===== src/rtl/pu_msp430_reset_pkg.sv =====
// Shared types and constants for the MSP430 reset sequencer.
package pu_msp430_reset_pkg;

  typedef enum logic [1:0] {
    POR_HOLD = 2'd0,
    PUC_HOLD = 2'd1,
    RUN      = 2'd2
  } rst_state_e;

  localparam int CAUSE_W   = 4;
  localparam int CAUSE_POR = 0;
  localparam int CAUSE_WDT = 1;
  localparam int CAUSE_SW  = 2;
  localparam int CAUSE_DBG = 3;

  localparam logic [CAUSE_W-1:0] CAUSE_POR_ONLY = 4'b0001;

  // Counter width able to hold the larger of the two stretch lengths.
  function automatic int cnt_width(input int a, input int b);
    int m;
    m = (a > b) ? a : b;
    return $clog2(m + 1);
  endfunction

endpackage


===== src/rtl/pu_msp430_reset_stretch.sv =====
// Loadable down-counter shared by the POR and PUC hold phases.
module pu_msp430_reset_stretch #(
  parameter int W = 5
) (
  input  logic         clk,
  input  logic         load,
  input  logic [W-1:0] load_val,
  input  logic         dec,
  output logic         last
);

  logic [W-1:0] cnt;

  always_ff @(posedge clk) begin
    if (load) begin
      cnt <= load_val;
    end else if (dec && (cnt != '0)) begin
      cnt <= cnt - 1'b1;
    end
  end

  // Asserted when the decrement on this edge brings the count to zero.
  assign last = (cnt <= W'(1));

endmodule


===== src/rtl/pu_msp430_reset_ctrl.sv =====
// Reset sequencer: stretches POR/PUC, merges run-time reset requests, records causes.
module pu_msp430_reset_ctrl
  import pu_msp430_reset_pkg::*;
#(
  parameter int POR_CYCLES = 16,
  parameter int PUC_CYCLES = 4
) (
  input  logic               clk,
  input  logic               rst_s,
  input  logic               wdt_reset,
  input  logic               sw_reset,
  input  logic               dbg_cpu_reset,
  input  logic               cause_clr,
  output logic               por,
  output logic               puc_rst,
  output logic               rst_done,
  output logic [CAUSE_W-1:0] rst_cause
);

  localparam int CNT_W = cnt_width(POR_CYCLES, PUC_CYCLES);

  rst_state_e         state, state_nxt;
  logic               por_nxt, puc_nxt, done_nxt;
  logic               cnt_load, cnt_dec, cnt_last;
  logic [CNT_W-1:0]   cnt_val;
  logic [CAUSE_W-1:0] cause_set, cause_nxt;
  logic               any_req;

  assign any_req = wdt_reset | sw_reset | dbg_cpu_reset;

  pu_msp430_reset_stretch #(.W(CNT_W)) u_stretch (
    .clk      (clk),
    .load     (cnt_load),
    .load_val (cnt_val),
    .dec      (cnt_dec),
    .last     (cnt_last)
  );

  always_comb begin
    state_nxt = state;
    por_nxt   = por;
    puc_nxt   = puc_rst;
    done_nxt  = 1'b0;
    cnt_load  = 1'b0;
    cnt_dec   = 1'b0;
    cnt_val   = CNT_W'(PUC_CYCLES);
    if (rst_s) begin
      state_nxt = POR_HOLD;
      por_nxt   = 1'b1;
      puc_nxt   = 1'b1;
      cnt_load  = 1'b1;
      cnt_val   = CNT_W'(POR_CYCLES);
    end else begin
      case (state)
        POR_HOLD: begin
          if (cnt_last) begin
            state_nxt = PUC_HOLD;
            por_nxt   = 1'b0;
            cnt_load  = 1'b1;
          end else begin
            cnt_dec = 1'b1;
          end
        end
        PUC_HOLD: begin
          // Any request, including a held debug reset, restarts the stretch.
          if (any_req) begin
            cnt_load = 1'b1;
          end else if (cnt_last) begin
            state_nxt = RUN;
            puc_nxt   = 1'b0;
            done_nxt  = 1'b1;
          end else begin
            cnt_dec = 1'b1;
          end
        end
        RUN: begin
          if (any_req) begin
            state_nxt = PUC_HOLD;
            puc_nxt   = 1'b1;
            cnt_load  = 1'b1;
          end
        end
        default: begin
          state_nxt = POR_HOLD;
          por_nxt   = 1'b1;
          puc_nxt   = 1'b1;
          cnt_load  = 1'b1;
          cnt_val   = CNT_W'(POR_CYCLES);
        end
      endcase
    end
  end

  // Requests during POR_HOLD are not recorded; a coincident set survives a clear.
  always_comb begin
    cause_set = '0;
    if (state != POR_HOLD) begin
      cause_set[CAUSE_WDT] = wdt_reset;
      cause_set[CAUSE_SW]  = sw_reset;
      cause_set[CAUSE_DBG] = dbg_cpu_reset;
    end
    cause_nxt = cause_clr ? cause_set : (rst_cause | cause_set);
  end

  always_ff @(posedge clk) begin
    if (rst_s) begin
      state     <= POR_HOLD;
      por       <= 1'b1;
      puc_rst   <= 1'b1;
      rst_done  <= 1'b0;
      rst_cause <= CAUSE_POR_ONLY;
    end else begin
      state     <= state_nxt;
      por       <= por_nxt;
      puc_rst   <= puc_nxt;
      rst_done  <= done_nxt;
      rst_cause <= cause_nxt;
    end
  end

endmodule

===== config.mk =====
export PLATFORM = sky130hd
export DESIGN_NAME = pu_msp430_reset_ctrl
export DESIGN_NICKNAME = d
export VERILOG_FILES = /design/src/rtl/pu_msp430_reset_pkg.sv /design/src/rtl/pu_msp430_reset_stretch.sv /design/src/rtl/pu_msp430_reset_ctrl.sv
export SDC_FILE = /design/constraint.sdc
export NUM_CORES = 1
export LEC_CHECK = 0
export ABC_AREA = 0
export BUFFER_PORTS_ARGS = -buffer_cell sky130_fd_sc_hd__buf_2
export CAP_MARGIN = 20
export CORE_MARGIN = 4
export CORE_UTILIZATION = 40
export DETAILED_ROUTE_END_ITERATION = 16
export PLACE_DENSITY = 0.7
export SETUP_SLACK_MARGIN = 0.02
export SLEW_MARGIN = 15
export SYNTH_ARGS = -nofsm -noshare
export SYNTH_HDL_FRONTEND = slang
export SYNTH_SLANG_ARGS = --single-unit

===== constraint.sdc =====
create_clock -name clk -period 1.8 [get_ports clk]
set_input_delay 0 -clock clk [delete_from_list [all_inputs] [get_ports clk]]
set_output_delay 0 -clock clk [all_outputs]
set_load 0.02 [all_outputs]

==> results.yml <==
timing:
  clock.fmax_mhz: 612
  worstMarginPinSlew_ns: 0.282
  relSlewSlack_pct: 81.2
  slew_violations: 0
  tns_ns: 0
  hold_violations: 0
  finClkSkew_ns: 0.00107
  period_needed_ns: 1.63
  hold_ws_ns: 0.0177
  fin_crit_sh_pct: 90.8
  setup_viol: 0
  fin_ws_ns: 0.165
  rsz0062_at_grt: "false"
pwr:
  power_per_cell_area_nw_per_um2: 1480
  leakage_nw: 0.393
  vdd_drop_max_uv: 553
cts:
  cts_buffers: 3
  cts_setup_buffers: 0
  cts.sinks: 14
  worstSkewPairLatency_ns: 0.28
  clockRootBuffer: "clkbuf_4"
  cts_buffer_depth: 2
  cts_tree: "built"
  clkSlewWorstSetupHoldPaths_ns: 0.08
  htree_levels: 1
layout:
  drive_gt1_share_pct: 26.9
  antenna_cells: 0
  fillCellCount: 169
  stdcell_area_um2: 902
  fin_cells: 118
  area_growth_pct: 19.8
  nets: 108
global_routing:
  grt_max_degree: 11
  grt_pass1_wl_mm: 2.38
  grt_remaining_overflow: 0
  antenna_found_initial: 0
  grt_pass1_vias: 577
  grt_usage_pct: 12.4
placement:
  dp.cells: 114
  gp_congestion: 0.790
  place_ws_ns: 0.0235
  port_buffers: 12
  hpwl_mm: 1.07
  post_dp_cell_area_um2: 862
setup_path:
  cp-end-kind: "register"
  cp-startpoint: "state[0]"
  crit_required_ns: 1.84
  path_max_fanout: 5
  crit_path_start_kind: "register"
  critical_path_class: "reg2reg"
  arrival_ns: 1.68
  timing.rr.start: "state[0]"
status:
  status: "finished, final reports clean"
synthesis:
  syn-cell-area_um2: 753
  synth_warnings: 0
  synth.most_common_cell: "nor2_1"
  ys.flop_type: "dfxtp_1"
  yosysTopAreaCellShare_pct: 23.9
  ys_seq_area_share_pct: 43.9
  synth_top_cell_by_area: "dfxtp_1"
  synthArstFlopShare_pct: 0
  synth_nets: 89
  synthCells: 75
  synth-edff-count: 5
  ys_ff_latch: 14
  ys_top_cells_by_count: "11 x nor2_1, 9 x dfxtp_1, 8 x ha_1, 8 x inv_1, 5 x edfxtp_1"
  synthTopCellsByArea: "dfxtp_1 24%, edfxtp_1 20%, ha_1 13%"
  yosys.cell_types.count: 28
  postSynthAreaPerCell_um2: 10.0
flow_run:
  maxCapViolations: 0
detailed_routing:
  vias: 571
  drc: 0
  drtIter0Drc: 21
  ant_nets: 0
  wl_per_cell_um: 11.4
  wl_mm: 1.35
  first_pass_iters: 4
  vias_per_cell: 4.84
floorplanning:
  die_y_um: 51.4
  die_area_um2: 2640
  die_w_um: 51.4
  num_rows: 15
  start_util_pct: 42.7
  ios: 13
  core_area_um2: 1760
hold_path:
  min_from: "wdt_reset"
  hold_class: "in2reg"
## cell usage in the layout (no fill, tap or decap)
cell type,synthesis,routed
inv_1,8,8
o21ai_0,4,3
a21o_1,2,2
o21a_1,2,2
buf_2,1,12
mux2i_2,1,1
buf_4,0,3
o211ai_1,1,1
nor3_2,1,1
mux2i_1,1,1
ha_1,8,8
xnor2_1,1,1
a21oi_1,1,1
clkbuf_4,0,3
nor3_4,1,1
a31oi_1,1,1
a221o_1,1,1
dfxtp_1,9,9
o21a_2,1,1
o21bai_2,0,1
edfxtp_1,5,5
o21ai_1,1,2
nand2_1,3,3
nor3_1,2,2
clkbuf_8,0,1
nor2_1,11,11
nand3_1,1,1
o31ai_2,1,1
o2111ai_1,1,1
a22oi_1,3,3
xor2_1,2,2
## state kept, by name, indices dropped and copies added (netlist names)
name,cells
puc_rst,1
por,1
rst_cause,4
state,2
u_stretch.cnt,5
rst_done,1
## power breakdown
group	switching, W	internal (W)
Combinational	0.000340	0.000253
Sequential	0.0000750	0.000444
Clock	0.0000998	0.000123
## kinds of logic (layout without fill, tap and decap cells)
kind of cell	after synthesis	in the layout	share of synthesized area, %
AO/OA/AOI/OAI	20	20	19.1
XOR/XNOR	3	3	3.49
adder cells (fa/ha/maj)	8	8	13.3
buffers and inverters	9	27	4.65
flip-flops	14	14	43.9
multiplexers	2	2	3.16
AND/OR/NAND/NOR	19	19	12.5
## critical path, cell delays in order (launching register included)
cell and delay, ns:
dfxtp_1 0.42, inv_1 0.09, ha_1 0.33, inv_1 0.06
o21ai_0 0.09, a21o_1 0.22, o21a_1 0.19
## layout make-up
cell class	instances	area, um2	area share (%)
multi-input cells	52	392	43.4
flip-flops and latches	14	330	36.6
repair buffers	15	82.6	9.15
clock buffers	4	36.3	4.02
well taps	25	31.3	3.47
inverters	8	30.0	3.33
## layer usage
layer | vias up | GRT usage (%) | wire (um)
li1 | 298 | - | -
met1 | 264 | 15.0 | 628
met2 | 5 | 19.3 | 643
met3 | 4 | 2.62 | 35
met4 | 0 | 9.17 | 39
met5 | - | 0 | 0
## metrics by stage
step / power, W / utilization (%)
CTS: 0.00134 / 51.1
finish: 0.00133 / 51.1
floorplan: 0.000955 / -
global placement: 0.00110 / 48.9
global route: 0.00146 / 51.1
detailed placement: 0.00111 / 48.9
## path summary, 6_finish.rpt
check / end / slack (ns) / cells past startpoint
worst min-delay path: rst_cause[1] / 0.02 / 3
worst max-delay path: u_stretch.cnt[2] / 0.17 / 6
worst max register to register: u_stretch.cnt[2] / 0.17 / 6
worst min register to register: rst_cause[0] / 0.46 / 1
## repair_timing
item                                    4_1_cts  5_1_grt
hold buffers                                  0        0
pin swaps                                     0        1
endpoints found under the setup margin        5        5
hold endpoints to repair                      0        0
resized for setup                             1        1
No activity file was read; power rests on OpenSTA's default activity.
